--- src/rtl/rr_decode_arbiter_pkg.sv ---
// Shared types, sizes and the rotating priority scan for the round-robin arbiter.
package rr_decode_arbiter_pkg;

  localparam int unsigned N_REQ = 4;
  localparam int unsigned IDX_W = 2;

  typedef enum logic [0:0] {
    IDLE  = 1'b0,
    GRANT = 1'b1
  } state_e;

  // First asserted bit of r scanning start, start+1, ... (mod N_REQ); returns {hit, index}.
  function automatic logic [IDX_W:0] rr_scan(input logic [N_REQ-1:0] r,
                                             input logic [IDX_W-1:0] start);
    logic             hit;
    logic [IDX_W-1:0] win;
    logic [IDX_W-1:0] pos;
    hit = 1'b0;
    win = start;
    for (int k = 0; k < int'(N_REQ); k++) begin
      pos = start + IDX_W'(k);
      if (!hit && r[pos]) begin
        hit = 1'b1;
        win = pos;
      end
    end
    return {hit, win};
  endfunction

endpackage

--- src/rtl/rr_decode_arbiter_if.sv ---
// Request/grant bundle between the requesting blocks and the arbiter.
interface rr_decode_arbiter_if;
  import rr_decode_arbiter_pkg::*;

  logic [N_REQ-1:0] req;
  logic [N_REQ-1:0] gnt;
  logic [IDX_W-1:0] gnt_idx;
  logic             gnt_valid;
  logic             preempt;

  modport master (
    output req,
    input  gnt,
    input  gnt_idx,
    input  gnt_valid,
    input  preempt
  );

  modport slave (
    input  req,
    output gnt,
    output gnt_idx,
    output gnt_valid,
    output preempt
  );
endinterface

--- src/rtl/rr_decode_arbiter_dec2_onehot.sv ---
// 2-to-4 index decoder; en=0 forces an all-zero output.
module dec2_onehot
  import rr_decode_arbiter_pkg::*;
(
  input  logic [IDX_W-1:0] idx,
  input  logic             en,
  output logic [N_REQ-1:0] onehot_c
);

  always_comb begin
    onehot_c = '0;
    if (en) onehot_c[idx] = 1'b1;
  end

endmodule

--- src/rtl/rr_decode_arbiter.sv ---
// Four-way round-robin arbiter with grant hold and optional forced rotation after MAX_HOLD cycles.
module rr_decode_arbiter
  import rr_decode_arbiter_pkg::*;
#(
  parameter int unsigned MAX_HOLD = 8,
  parameter int unsigned CNT_W    = 4
) (
  input logic                clk,
  input logic                rst,
  rr_decode_arbiter_if.slave bus
);

  if ((32'd1 << CNT_W) <= MAX_HOLD) begin : g_cnt_w_check
    $error("CNT_W too narrow for MAX_HOLD");
  end

  state_e           state;
  logic [IDX_W-1:0] ptr;
  logic [IDX_W-1:0] owner;
  logic [CNT_W-1:0] hold_cnt;
  logic [N_REQ-1:0] gnt_q;
  logic             gnt_valid_q;
  logic             preempt_q;

  logic [N_REQ-1:0] owner_mask_c;
  logic [N_REQ-1:0] others_c;
  logic [N_REQ-1:0] scan_req_c;
  logic [IDX_W-1:0] scan_start_c;
  logic [IDX_W-1:0] scan_idx_c;
  logic             scan_hit_c;
  logic             own_req_c;
  logic             at_limit_c;
  logic             release_c;
  logic             force_c;
  logic             rearb_c;
  logic [IDX_W-1:0] win_idx_c;
  logic             win_valid_c;
  logic [N_REQ-1:0] gnt_d_c;

  dec2_onehot u_owner_mask (
    .idx      (owner),
    .en       (gnt_valid_q),
    .onehot_c (owner_mask_c)
  );

  dec2_onehot u_gnt_dec (
    .idx      (win_idx_c),
    .en       (win_valid_c),
    .onehot_c (gnt_d_c)
  );

  // Arbitration datapath: decide who owns the resource after the next edge.
  always_comb begin
    own_req_c    = bus.req[owner];
    others_c     = bus.req & ~owner_mask_c;
    at_limit_c   = (MAX_HOLD != 0) && (hold_cnt == CNT_W'(MAX_HOLD));
    release_c    = (state == GRANT) && !own_req_c;
    force_c      = (state == GRANT) && own_req_c && at_limit_c && (|others_c);
    rearb_c      = (state == IDLE) || release_c || force_c;
    scan_req_c   = force_c ? others_c : bus.req;
    scan_start_c = (state == IDLE) ? ptr : owner + IDX_W'(1);
    {scan_hit_c, scan_idx_c} = rr_scan(scan_req_c, scan_start_c);
    win_valid_c  = rearb_c ? scan_hit_c : 1'b1;
    win_idx_c    = rearb_c ? scan_idx_c : owner;
  end

  // FSM, pointer, hold counter and registered grant outputs.
  always_ff @(posedge clk) begin
    if (rst) begin
      state       <= IDLE;
      ptr         <= '0;
      owner       <= '0;
      hold_cnt    <= '0;
      gnt_q       <= '0;
      gnt_valid_q <= 1'b0;
      preempt_q   <= 1'b0;
    end else begin
      gnt_q       <= gnt_d_c;
      gnt_valid_q <= win_valid_c;
      owner       <= win_valid_c ? win_idx_c : '0;
      preempt_q   <= force_c;
      case (state)
        IDLE: begin
          if (win_valid_c) begin
            state    <= GRANT;
            hold_cnt <= CNT_W'(1);
          end
        end
        GRANT: begin
          if (release_c || force_c) begin
            ptr <= owner + IDX_W'(1);
            if (win_valid_c) begin
              hold_cnt <= CNT_W'(1);
            end else begin
              state    <= IDLE;
              hold_cnt <= '0;
            end
          end else if ((MAX_HOLD != 0) && (hold_cnt != CNT_W'(MAX_HOLD))) begin
            hold_cnt <= hold_cnt + CNT_W'(1);
          end
        end
        default: state <= IDLE;
      endcase
    end
  end

  assign bus.gnt       = gnt_q;
  assign bus.gnt_idx   = owner;
  assign bus.gnt_valid = gnt_valid_q;
  assign bus.preempt   = preempt_q;

endmodule

--- src/flat_wrapper.sv ---
// flat-port wrapper written by rule: the top's interface ports become plain ports
module rr_decode_arbiter_flat import rr_decode_arbiter_pkg::*;
#(
  parameter int unsigned MAX_HOLD = 8,
  parameter int unsigned CNT_W    = 4
)
  (clk, rst, bus_req, bus_gnt, bus_gnt_idx, bus_gnt_valid, bus_preempt);
  rr_decode_arbiter_if bus_i ();
  input logic clk;
  input logic rst;
  input wire logic [$bits(bus_i.req)-1:0] bus_req;
  output wire logic [$bits(bus_i.gnt)-1:0] bus_gnt;
  output wire logic [$bits(bus_i.gnt_idx)-1:0] bus_gnt_idx;
  output wire logic [$bits(bus_i.gnt_valid)-1:0] bus_gnt_valid;
  output wire logic [$bits(bus_i.preempt)-1:0] bus_preempt;
  assign bus_i.req = bus_req;
  assign bus_gnt = bus_i.gnt;
  assign bus_gnt_idx = bus_i.gnt_idx;
  assign bus_gnt_valid = bus_i.gnt_valid;
  assign bus_preempt = bus_i.preempt;
  rr_decode_arbiter #(.MAX_HOLD(MAX_HOLD), .CNT_W(CNT_W)) u_core (.clk(clk), .rst(rst), .bus(bus_i));
endmodule
--- config.mk ---
export PLATFORM = sky130hd
export DESIGN_NAME = rr_decode_arbiter_flat
export DESIGN_NICKNAME = d
export VERILOG_FILES = /design/src/rtl/rr_decode_arbiter_pkg.sv /design/src/rtl/rr_decode_arbiter_if.sv /design/src/rtl/rr_decode_arbiter_dec2_onehot.sv /design/src/rtl/rr_decode_arbiter.sv /design/src/flat_wrapper.sv
export SDC_FILE = /design/constraint.sdc
export NUM_CORES = 1
export LEC_CHECK = 0
export CAP_MARGIN = 15
export CORE_MARGIN = 1
export CORE_UTILIZATION = 49
export CTS_CLUSTER_SIZE = 30
export DETAILED_ROUTE_END_ITERATION = 12
export PLACE_DENSITY = 0.81
export SYNTH_ARGS = -nofsm -noshare
export SYNTH_HDL_FRONTEND = slang
export SYNTH_HIERARCHICAL = 1
export SYNTH_SLANG_ARGS = --single-unit
--- constraint.sdc ---
create_clock -name clk -period 7.3 [get_ports clk]
set_input_delay 0.73 -clock clk [delete_from_list [all_inputs] [get_ports clk]]
set_output_delay 0.73 -clock clk [all_outputs]
set_load 0.005 [all_outputs]
==> results of run 1 <==
worst reg2reg max path: cells and delay by family, from the launching register on:
| kind | cells | cell delay, ns |
|---|---|---|
| flops | 1 | 0.58 |
| compound gates | 4 | 1.21 |
| simple gates | 6 | 1.20 |
routing by layer:
| metal | track usage | routed length [um] |
|---|---|---|
| met5 | 0 | 0 |
| met4 | 0.0789 | 31 |
| met3 | 0.0696 | 220 |
| met2 | 0.376 | 1410 |
| met1 | 0.327 | 1320 |
per-stage QoR:
stage          hold WS, ns  setup slack, ns  cells  area [um2]
2_1_floorplan        0.453             4.47    143        1240
3_3_place_gp         0.471             3.75    179        1360
5_1_grt              0.519             3.87    183        1390
3_5_place_dp         0.476             3.72    179        1360
4_1_cts              0.489             4.03    183        1390
6_report             0.485             3.96    183        1390
worst paths after layout:
| path | from | endpoint | cells past startpoint |
|---|---|---|---|
| min reg2reg | u_core/ptr[1] | u_core/ptr[1] | 2 |
| min | u_core/ptr[1] | u_core/ptr[1] | 2 |
| max reg2reg | u_core/bus.gnt_idx[0] | u_core/bus.gnt[2] | 10 |
| max | bus_req[3] | u_core/bus.gnt[2] | 10 |
sequential cells by signal (all words and copies together) (netlist names):
signal,flops
u_core/bus.gnt,4
u_core/ptr,2
u_core/bus.gnt_idx,2
u_core/state,1
u_core/bus.gnt_valid,1
u_core/hold_cnt,4
u_core/bus.preempt,1
placed cells by master, fill, tap and decap left out, drive strengths merged, types with 2 or more instances in the layout:
cell           netlist  layout
a211oi               2       2
a21oi                6       6
a22oi                2       2
a2bb2oi              2       2
and3                 4       4
and3b                5       5
clkbuf               1       3
clkdlybuf4s50        0      13
dfxtp               15      15
ha                   2       2
inv                  6       6
mux2                 5       5
mux2i                3       3
nand2               21      21
nand3                6       6
nor2                10      10
nor2b                9       9
nor3                 2       2
nor3b                3       3
o211ai               3       3
o21ai                3       3
o2bb2ai              2       2
o31ai                2       2
o41a                 2       2
logic make-up after synthesis:
kind of cell | Yosys count | share of synthesized area
muxes | 8 | 0.0728
adders and majority gates | 2 | 0.0202
DFF | 15 | 0.243
xor gates and xnor gates | 1 | 0.00708
buffers and inverters | 11 | 0.0526
AOI/OAI and AO/OA | 40 | 0.284
and+or+nand+nor | 66 | 0.321
report_power, final:
group | leakage, nW | total (mW) | internal [mW] | switching, mW
clock network | 0.0177 | 0.0469 | 0.0204 | 0.0266
logic | 0.387 | 0.144 | 0.0665 | 0.0772
registers | 0.123 | 0.107 | 0.0933 | 0.0134
final cells by class:
type | instances | share of cell area
repair buffers | 13 | 0.0938
flip-flops and latches | 15 | 0.216
inverters | 6 | 0.0162
clock inverters | 1 | 0.00361
well taps | 28 | 0.0252
clock buffers | 3 | 0.0162
multi-input cells | 117 | 0.628
==> impl_metrics.py, run 1 <==
metrics = {
    "layout": {
        "final_util": 0.604,
        "drive_gt1_frac": 0.155,
        "area_growth_pct": 12.1,
        "diodes": 0,
        "layout.nets": 164,
        "fillCellCount": 196,
        "multi_input_area_um2": 872,
        "layout.area.seq_um2": 300,
    },
    "logic_synthesis": {
        "synth.top_cell.area_share": 0.243,
        "synthesis.nets": 151,
        "synth_warnings": 6,
        "yosysMostFrequentCell": "nand2_1",
        "syn_area_per_cell_um2": 8.65,
        "postSynthCellCount": 143,
        "ys_seq_area_frac": 0.243,
        "synthFlopType": "dfxtp_1",
        "netlist_area_mm2": 0.00124,
        "synth_top_area_cell": "dfxtp_1",
        "synth_edf_count": 0,
        "synth_commonest_cells": "nand2_1 (20), dfxtp_1 (15), nor2_1 (10)",
        "ys_ff_latch": 15,
        "synthArstFlopShare": 0,
        "yosysUniqueCellTypes": 61,
        "synthTopCellsByArea": "dfxtp_1 (24%), nand2_1 (6.1%), mux2_2 (3.6%), and3b_1 (3.5%), nor2b_1 (3.5%)",
    },
    "drt": {
        "drt-total-wl_um": 2980,
        "dr.pass1.iters": 4,
        "num_vias": 1216,
        "drc": 0,
        "post_drt_wl_per_cell_um": 16.3,
        "dr.first_iter.drc_count": 88,
        "postRouteAntennaNets": 0,
        "viasPerCell": 6.64,
    },
    "clocking": {
        "clock-sinks": 15,
        "h-tree-depth": 1,
        "cts-buffers-inserted": 3,
        "clk_pin_slew_ns": 0.09,
        "root_buffer": "clkbuf_4",
        "cts_tree": "built",
        "cts_buffer_depth": 2,
        "cts_setup_buffers": 0,
        "cts_resized": 0,
        "clk_latency_ns": 0.28,
        "cts_hold_buf": 0,
    },
    "sta": {
        "hold_violations": 0,
        "finalCritPeriodShare": 0.457,
        "fin_crit_ns": 3.34,
        "slew_headroom": 0.617,
        "final_max_slew_viol_count": 0,
        "fmax_mhz": 300,
        "rsz0062_at_grt": "no",
        "setup_viol": 0,
        "tightest_slew_ns": 0.559,
        "fin_setup_tns_ns": 0,
        "fin_skew_ns": 0.00475,
    },
    "critical_path": {
        "crit_buf_inv": 1,
        "ff2ff_setup_slack_ns": 4.19,
        "crit_path_end_kind": "flop",
        "cp_top_family": "compound AO/OA/AOI/OAI gates",
        "cp_cell_sequence": "clkdlybuf4s50_1, nor2b_4, o41a_1, and3_4, a2111oi_4, a31o_1, o311ai_1, nor2_1, and3b_1, nor2b_1",
        "startpoint_type": "input port",
        "worstPathArrival_ns": 3.50,
        "critPathMaxFanout": 9,
        "max_stage_delay_ns": 0.59,
        "critical_path_class": "in -> reg",
        "crit_required_ns": 7.46,
        "crit_slowest_cell": "clkdlybuf4s50_1",
    },
    "power_and_ir_drop": {
        "report.power.total_uw": 297,
        "power_leakage_nw": 0.528,
        "ir_worst_vdd_mv": 0.167,
        "power.density_mw_per_mm2": 214,
    },
    "global_route": {
        "grt_max_degree": 16,
        "overflow": 0,
        "antenna_found_initial": 0,
        "track_usage": 0.244,
        "grt_pass1_vias": 1060,
        "grt_pass1_wl_um": 4930,
    },
    "flow_run": {
        "cap_violations": 0,
    },
    "min_path": {
        "hold_path_class": "reg -> reg",
    },
    "floorplanning": {
        "boundaryPins": 14,
        "initial_core_util": 0.539,
        "die_area_mm2": 0.00273,
        "die_h_um": 52.3,
        "die_x_um": 52.3,
        "core-area_mm2": 0.00230,
        "core.rowCount": 17,
    },
    "run_status": {
        "outcome": "finished, final reports clean",
    },
    "placement": {
        "gp_congestion": 0.962,
        "place_hpwl_um": 2240,
        "io_buffers": 13,
    },
}
(Power assumes the default switching activity.)
==> run 2, diff against run 1 <==
- PLACE_DENSITY: 0.81 -> 0.84
- clock period: 7.3 -> 2.7 ns (I/O delays scaled with it)
==> run 2 against run 1 <==
The flow now finishes with violations (setup timing). Routed wire length rose by 29%. Worst hold slack improved by 0.0038 ns. Critical path depth did not move. Global-route usage rose by 3.4 points. Clock power rose to 2.6 times the previous value. Highest routed layer unchanged.
==> impl_metrics.py, run 2 (synthesized netlist as in run 1, its figures left out) <==
metrics = {
    "run_status": {
        "outcome": "complete, but fails checks",
        "violations": "setup timing",
    },
    "floorplanning": {
        "initial_core_util": 0.539,
        "die_x_um": 52.3,
        "boundaryPins": 14,
        "core-area_mm2": 0.00230,
        "core.rowCount": 17,
        "die_h_um": 52.3,
        "die_area_mm2": 0.00273,
    },
    "sta": {
        "slew_headroom": 0.624,
        "rsz0062_at_grt": "yes",
        "fin_skew_ns": 0.00434,
        "fin_crit_ns": 2.72,
        "finalCritPeriodShare": 1.01,
        "setup_viol": 1,
        "fmax_mhz": 368,
        "setup_slack_ns": -0.0180,
        "final_max_slew_viol_count": 0,
        "hold_violations": 0,
        "tightest_slew_ns": 0.563,
    },
    "drt": {
        "dr.first_iter.drc_count": 59,
        "num_vias": 1363,
        "dr.pass1.iters": 4,
        "drc": 0,
        "viasPerCell": 6.28,
        "drt-total-wl_um": 3840,
        "postRouteAntennaNets": 0,
        "post_drt_wl_per_cell_um": 17.7,
    },
    "global_route": {
        "grt_pass1_vias": 1263,
        "grt_pass1_wl_um": 5590,
        "antenna_found_initial": 0,
        "overflow": 0,
        "grt_max_degree": 16,
        "track_usage": 0.278,
    },
    "placement": {
        "dp.cells": 210,
        "place_hpwl_um": 2610,
        "io_buffers": 13,
        "gp_congestion": 0.925,
        "place_ws_ns": -0.235,
    },
    "clocking": {
        "cts_hold_buf": 0,
        "root_buffer": "clkbuf_4",
        "clk_pin_slew_ns": 0.08,
        "cts_buffer_depth": 2,
        "clock-sinks": 15,
        "cts_tree": "built",
        "cts-buffers-inserted": 3,
        "h-tree-depth": 1,
        "clk_latency_ns": 0.28,
    },
    "layout": {
        "most-common-layout-cells": "buf_4 (33), nand2_1 (19), clkdlybuf4s50_1 (13), dfxtp_1 (11), nor2_1 (10)",
        "area_growth_pct": 40.6,
        "layout.nets": 198,
        "diodes": 0,
        "layout.cells.non_filler": 217,
        "final_common_cell": "buf_4",
        "drive_gt1_frac": 0.397,
    },
    "power_and_ir_drop": {
        "ir_worst_vdd_mv": 0.548,
        "power_leakage_nw": 0.716,
        "power.density_mw_per_mm2": 548,
    },
    "critical_path": {
        "critPathMaxFanout": 9,
        "r2r-start": "u_core/bus.gnt_idx[0]",
        "critical_path_class": "reg -> reg",
        "ff2ff_setup_slack_ns": -0.02,
        "crit_path_end_kind": "flop",
        "startpoint_type": "flop",
        "reg2reg_to": "u_core/bus.gnt[2]",
        "worstRegToRegCells": 10,
        "worstPathArrival_ns": 2.87,
        "crit_required_ns": 2.85,
        "startpoint": "u_core/bus.gnt_idx[0]",
    },
    "flow_run": {
        "cap_violations": 0,
    },
    "min_path": {
        "min_path_cells": 2,
        "hp-start": "u_core/hold_cnt[2]",
        "holdPathEnd": "u_core/hold_cnt[2]",
        "hold_path_class": "reg -> reg",
    },
}
## run 2: cell types whose count changed in the layout (fill, tap and decap cells not counted), moves of 2 or more
cell     before  now
buf_4         0   33
dfxtp_1      15   11
and3b_1       5    2
and3b_2       0    3
nor2b_1       7    4
dfxtp_2       0    2
dfxtp_4       0    2
nor2b_4       1    3
## run 2: stage by stage
step,utilization,setup TNS [ns],instance area (um2),hold WS [ns],power (mW)
finish,0.758,-0.0180,1740,0.488,0.953
global route,0.758,-0.338,1740,0.513,1.00
CTS,0.715,0,1640,0.490,0.899
detailed placement,0.693,-1.01,1590,0.477,0.762
global placement,0.693,-0.747,1590,0.466,0.743
floorplan,-,0,1240,0.342,0.569
## run 2: cell type report
cell class	count	area (um2)
Inverter	6	22.5
Tap cell	28	35.0
Multi-Input combinational cell	117	957
Timing Repair Buffer	47	389
Fill cell	154	557
Sequential cell	15	310
Clock buffer	4	26.3
## run 2: how the worst max path moves through the flow
stage	end	slack [ns]	depth (start not counted)
floorplan	u_core/bus.gnt[2]	0.007	10
global placement	u_core/bus.gnt[3]	-0.21	10
detailed placement	u_core/bus.gnt[3]	-0.23	10
CTS	u_core/bus.gnt[2]	0.009	10
global route	u_core/bus.gnt[2]	-0.13	11
finish	u_core/bus.gnt[2]	-0.02	10
## run 2: report_power, final
group / internal, mW / leakage, nW / switching [mW]
combinational: 0.272 / 0.576 / 0.273
clock: 0.0573 / 0.0150 / 0.0669
sequential: 0.257 / 0.125 / 0.0268
## run 2: timing repair
item / 4_1_cts / 5_1_grt
cloned: 0 / 0
resized for setup: 7 / 20
setup buffers: 0 / 3
endpoints found under the setup margin: 4 / 6
pin swaps: 2 / 11
## run 2: critical path: stages, from the launching register on
cell	delay, ns
dfxtp_4	0.37
buf_4	0.16
nand2_1	0.20
and2_2	0.35
mux2i_1	0.37
o211ai_1	0.13
a32oi_1	0.31
o311ai_2	0.18
nor2_1	0.20
and3b_1	0.20
nor2b_1	0.12
## run 2: metal layers
layer	share of wire	up-vias	GRT usage
met2	0.50	74	0.494
met4	0.027	0	0.0877
met5	0	-	0
li1	-	637	-
met1	0.39	634	0.329
met3	0.075	18	0.0638
==> run 3, diff against run 2 <==
- clock period: 2.7 -> 2.3 ns (I/O delays scaled with it)
==> run 3 against run 2 <==
The flow still finishes with violations (setup timing). Register-to-register slack got worse by 0.49 ns. Utilization rose by 12 points. First-iteration DRC count increased by 83%. Power is 39% higher. Non-clock buffer count grew 25. Setup slack lost 0.49 ns. Clock power grew 27%. Cell area increased by 15%. Sequential share of layout area is 2.4 points lower. Critical endpoint is now u_core/bus.gnt[1]. Largest cell class unchanged. Highest routed layer unchanged.
==> impl_metrics.py, run 3 (synthesized netlist as in run 1, its figures left out) <==
metrics = {
    "run_status": {
        "outcome": "complete, but fails checks",
        "violations": "setup timing",
    },
    "critical_path": {
        "ff2ff_setup_slack_ns": -0.50,
        "cp_num_cells": 12,
        "startpoint_type": "flop",
        "r2r-start": "u_core/hold_cnt[0]",
        "reg2reg_to": "u_core/bus.gnt[1]",
        "critPathMaxFanout": 5,
        "crit_required_ns": 2.52,
        "critical_path_class": "reg -> reg",
        "max_stage_delay_ns": 0.35,
        "worstRegToRegCells": 12,
        "worstPathArrival_ns": 3.02,
        "cp_cell_sequence": "inv_2, ha_2, and3b_2, o41a_1, buf_4, nand3_1, a221o_1, and4_1, o2111ai_4, nand2_2, and3b_1, nor2b_1",
        "crit_path_end_kind": "flop",
        "cp_top_family": "simple AND/OR/NAND/NOR gates",
        "crit_slowest_cell": "dfxtp_1",
        "crit_buf_inv": 2,
    },
    "clocking": {
        "clk_latency_ns": 0.29,
        "root_buffer": "clkbuf_4",
        "cts_tree": "built",
        "clock-sinks": 15,
        "cts_buffer_depth": 2,
        "cts-buffers-inserted": 3,
        "h-tree-depth": 1,
        "clk_pin_slew_ns": 0.09,
    },
    "min_path": {
        "hp-start": "u_core/ptr[1]",
        "min_path_cells": 2,
        "holdPathEnd": "u_core/ptr[1]",
        "hold_path_class": "reg -> reg",
    },
    "power_and_ir_drop": {
        "power_leakage_nw": 0.864,
        "report.power.total_mw": 1.33,
        "power.density_mw_per_mm2": 661,
        "ir_worst_vdd_mv": 0.710,
    },
    "drt": {
        "postRouteAntennaNets": 0,
        "drt-total-wl_um": 5260,
        "dr.first_iter.drc_count": 108,
        "viasPerCell": 6.66,
        "num_vias": 1612,
        "drc": 0,
        "dr.pass1.iters": 5,
        "post_drt_wl_per_cell_um": 21.7,
    },
    "floorplanning": {
        "initial_core_util": 0.539,
        "die_h_um": 52.3,
        "die_x_um": 52.3,
        "boundaryPins": 14,
        "core-area_mm2": 0.00230,
        "die_area_mm2": 0.00273,
        "core.rowCount": 17,
    },
    "sta": {
        "final_max_slew_viol_count": 0,
        "finalCritPeriodShare": 1.22,
        "slew_headroom": 0.580,
        "rsz0062_at_grt": "yes",
        "fin_skew_ns": 0.00140,
        "setup_slack_ns": -0.504,
        "fin_crit_ns": 2.80,
        "setup_viol": 12,
        "tightest_slew_ns": 0.628,
        "fmax_mhz": 357,
        "fin_setup_tns_ns": -4.38,
        "hold_violations": 0,
    },
    "global_route": {
        "grt_max_degree": 16,
        "grt_pass1_wl_um": 6980,
        "overflow": 0,
        "antenna_found_initial": 0,
        "grt_pass1_vias": 1491,
        "track_usage": 0.350,
    },
    "placement": {
        "gp_congestion": 0.932,
        "dp.cells": 224,
        "io_buffers": 13,
        "place_hpwl_um": 3010,
    },
    "layout": {
        "fillCellCount": 120,
        "area_growth_pct": 62.3,
        "layout.nets": 223,
        "diodes": 0,
        "final_common_cell": "buf_4",
        "layout.cells.non_filler": 242,
        "drive_gt1_frac": 0.514,
        "most-common-layout-cells": "buf_4 (58), nand2_1 (19), clkdlybuf4s50_1 (13), dfxtp_1 (12), nor2_1 (9)",
    },
    "flow_run": {
        "cap_violations": 0,
    },
}
run 3: per-layer routing:
metal / track usage / up-vias / wire length [um]
met5: 0 / - / 0
met4: 0.105 / 0 / 323
met3: 0.0609 / 41 / 543
met2: 0.645 / 140 / 2470
met1: 0.407 / 749 / 1920
li1: - / 682 / -
run 3: power breakdown:
| group | switching (mW) | internal [mW] |
|---|---|---|
| combinational | 0.424 | 0.416 |
| sequential | 0.0298 | 0.301 |
| clock | 0.0918 | 0.0648 |
run 3: how the worst max path moves through the flow:
stage,start,endpoint
floorplan,u_core/bus.gnt_idx[0],u_core/bus.gnt[1]
detailed placement,bus_req[1],u_core/bus.gnt[2]
global route,u_core/hold_cnt[0],u_core/bus.gnt[1]
global placement,bus_req[1],u_core/bus.gnt[3]
finish,u_core/hold_cnt[0],u_core/bus.gnt[1]
CTS,u_core/bus.gnt_idx[0],u_core/bus.gnt[2]
run 3: worst reg2reg max path: cells and delay by family, from the launching register on:
| kind | cells | cell delay [ns] |
|---|---|---|
| AND/OR/NAND/NOR | 6 | 1.05 |
| AO/OA/AOI/OAI | 3 | 0.87 |
| flip-flops | 1 | 0.35 |
| buffers and inverters | 2 | 0.27 |
| adder cells (fa/ha/maj) | 1 | 0.18 |
run 3: metrics by stage:
step / hold WS, ns / instance area [um2] / util / setup WS, ns
2_1_floorplan: 0.302 / 1270 / - / -0.176
3_3_place_gp: 0.468 / 1730 / 0.755 / -0.487
3_5_place_dp: 0.485 / 1730 / 0.755 / -0.658
4_1_cts: 0.496 / 1870 / 0.815 / -0.304
5_1_grt: 0.545 / 2010 / 0.874 / -0.532
6_report: 0.499 / 2010 / 0.874 / -0.504
run 3: layout make-up:
cell class / count / area (um2) / share of cell area
Clock inverter: 1 / 5.00 / 0.00249
Clock buffer: 3 / 22.5 / 0.0112
Timing Repair Buffer: 72 / 577 / 0.287
Sequential cell: 15 / 309 / 0.154
Inverter: 6 / 25.0 / 0.0125
Tap cell: 28 / 35.0 / 0.0174
Multi-Input combinational cell: 117 / 1030 / 0.515
run 3: what timing repair did:
item,in CTS,in global routing
setup buffers,8,6
hold buffers,0,0
setup endpoints to repair,11,12
resized for setup,15,15
pin swaps,13,8
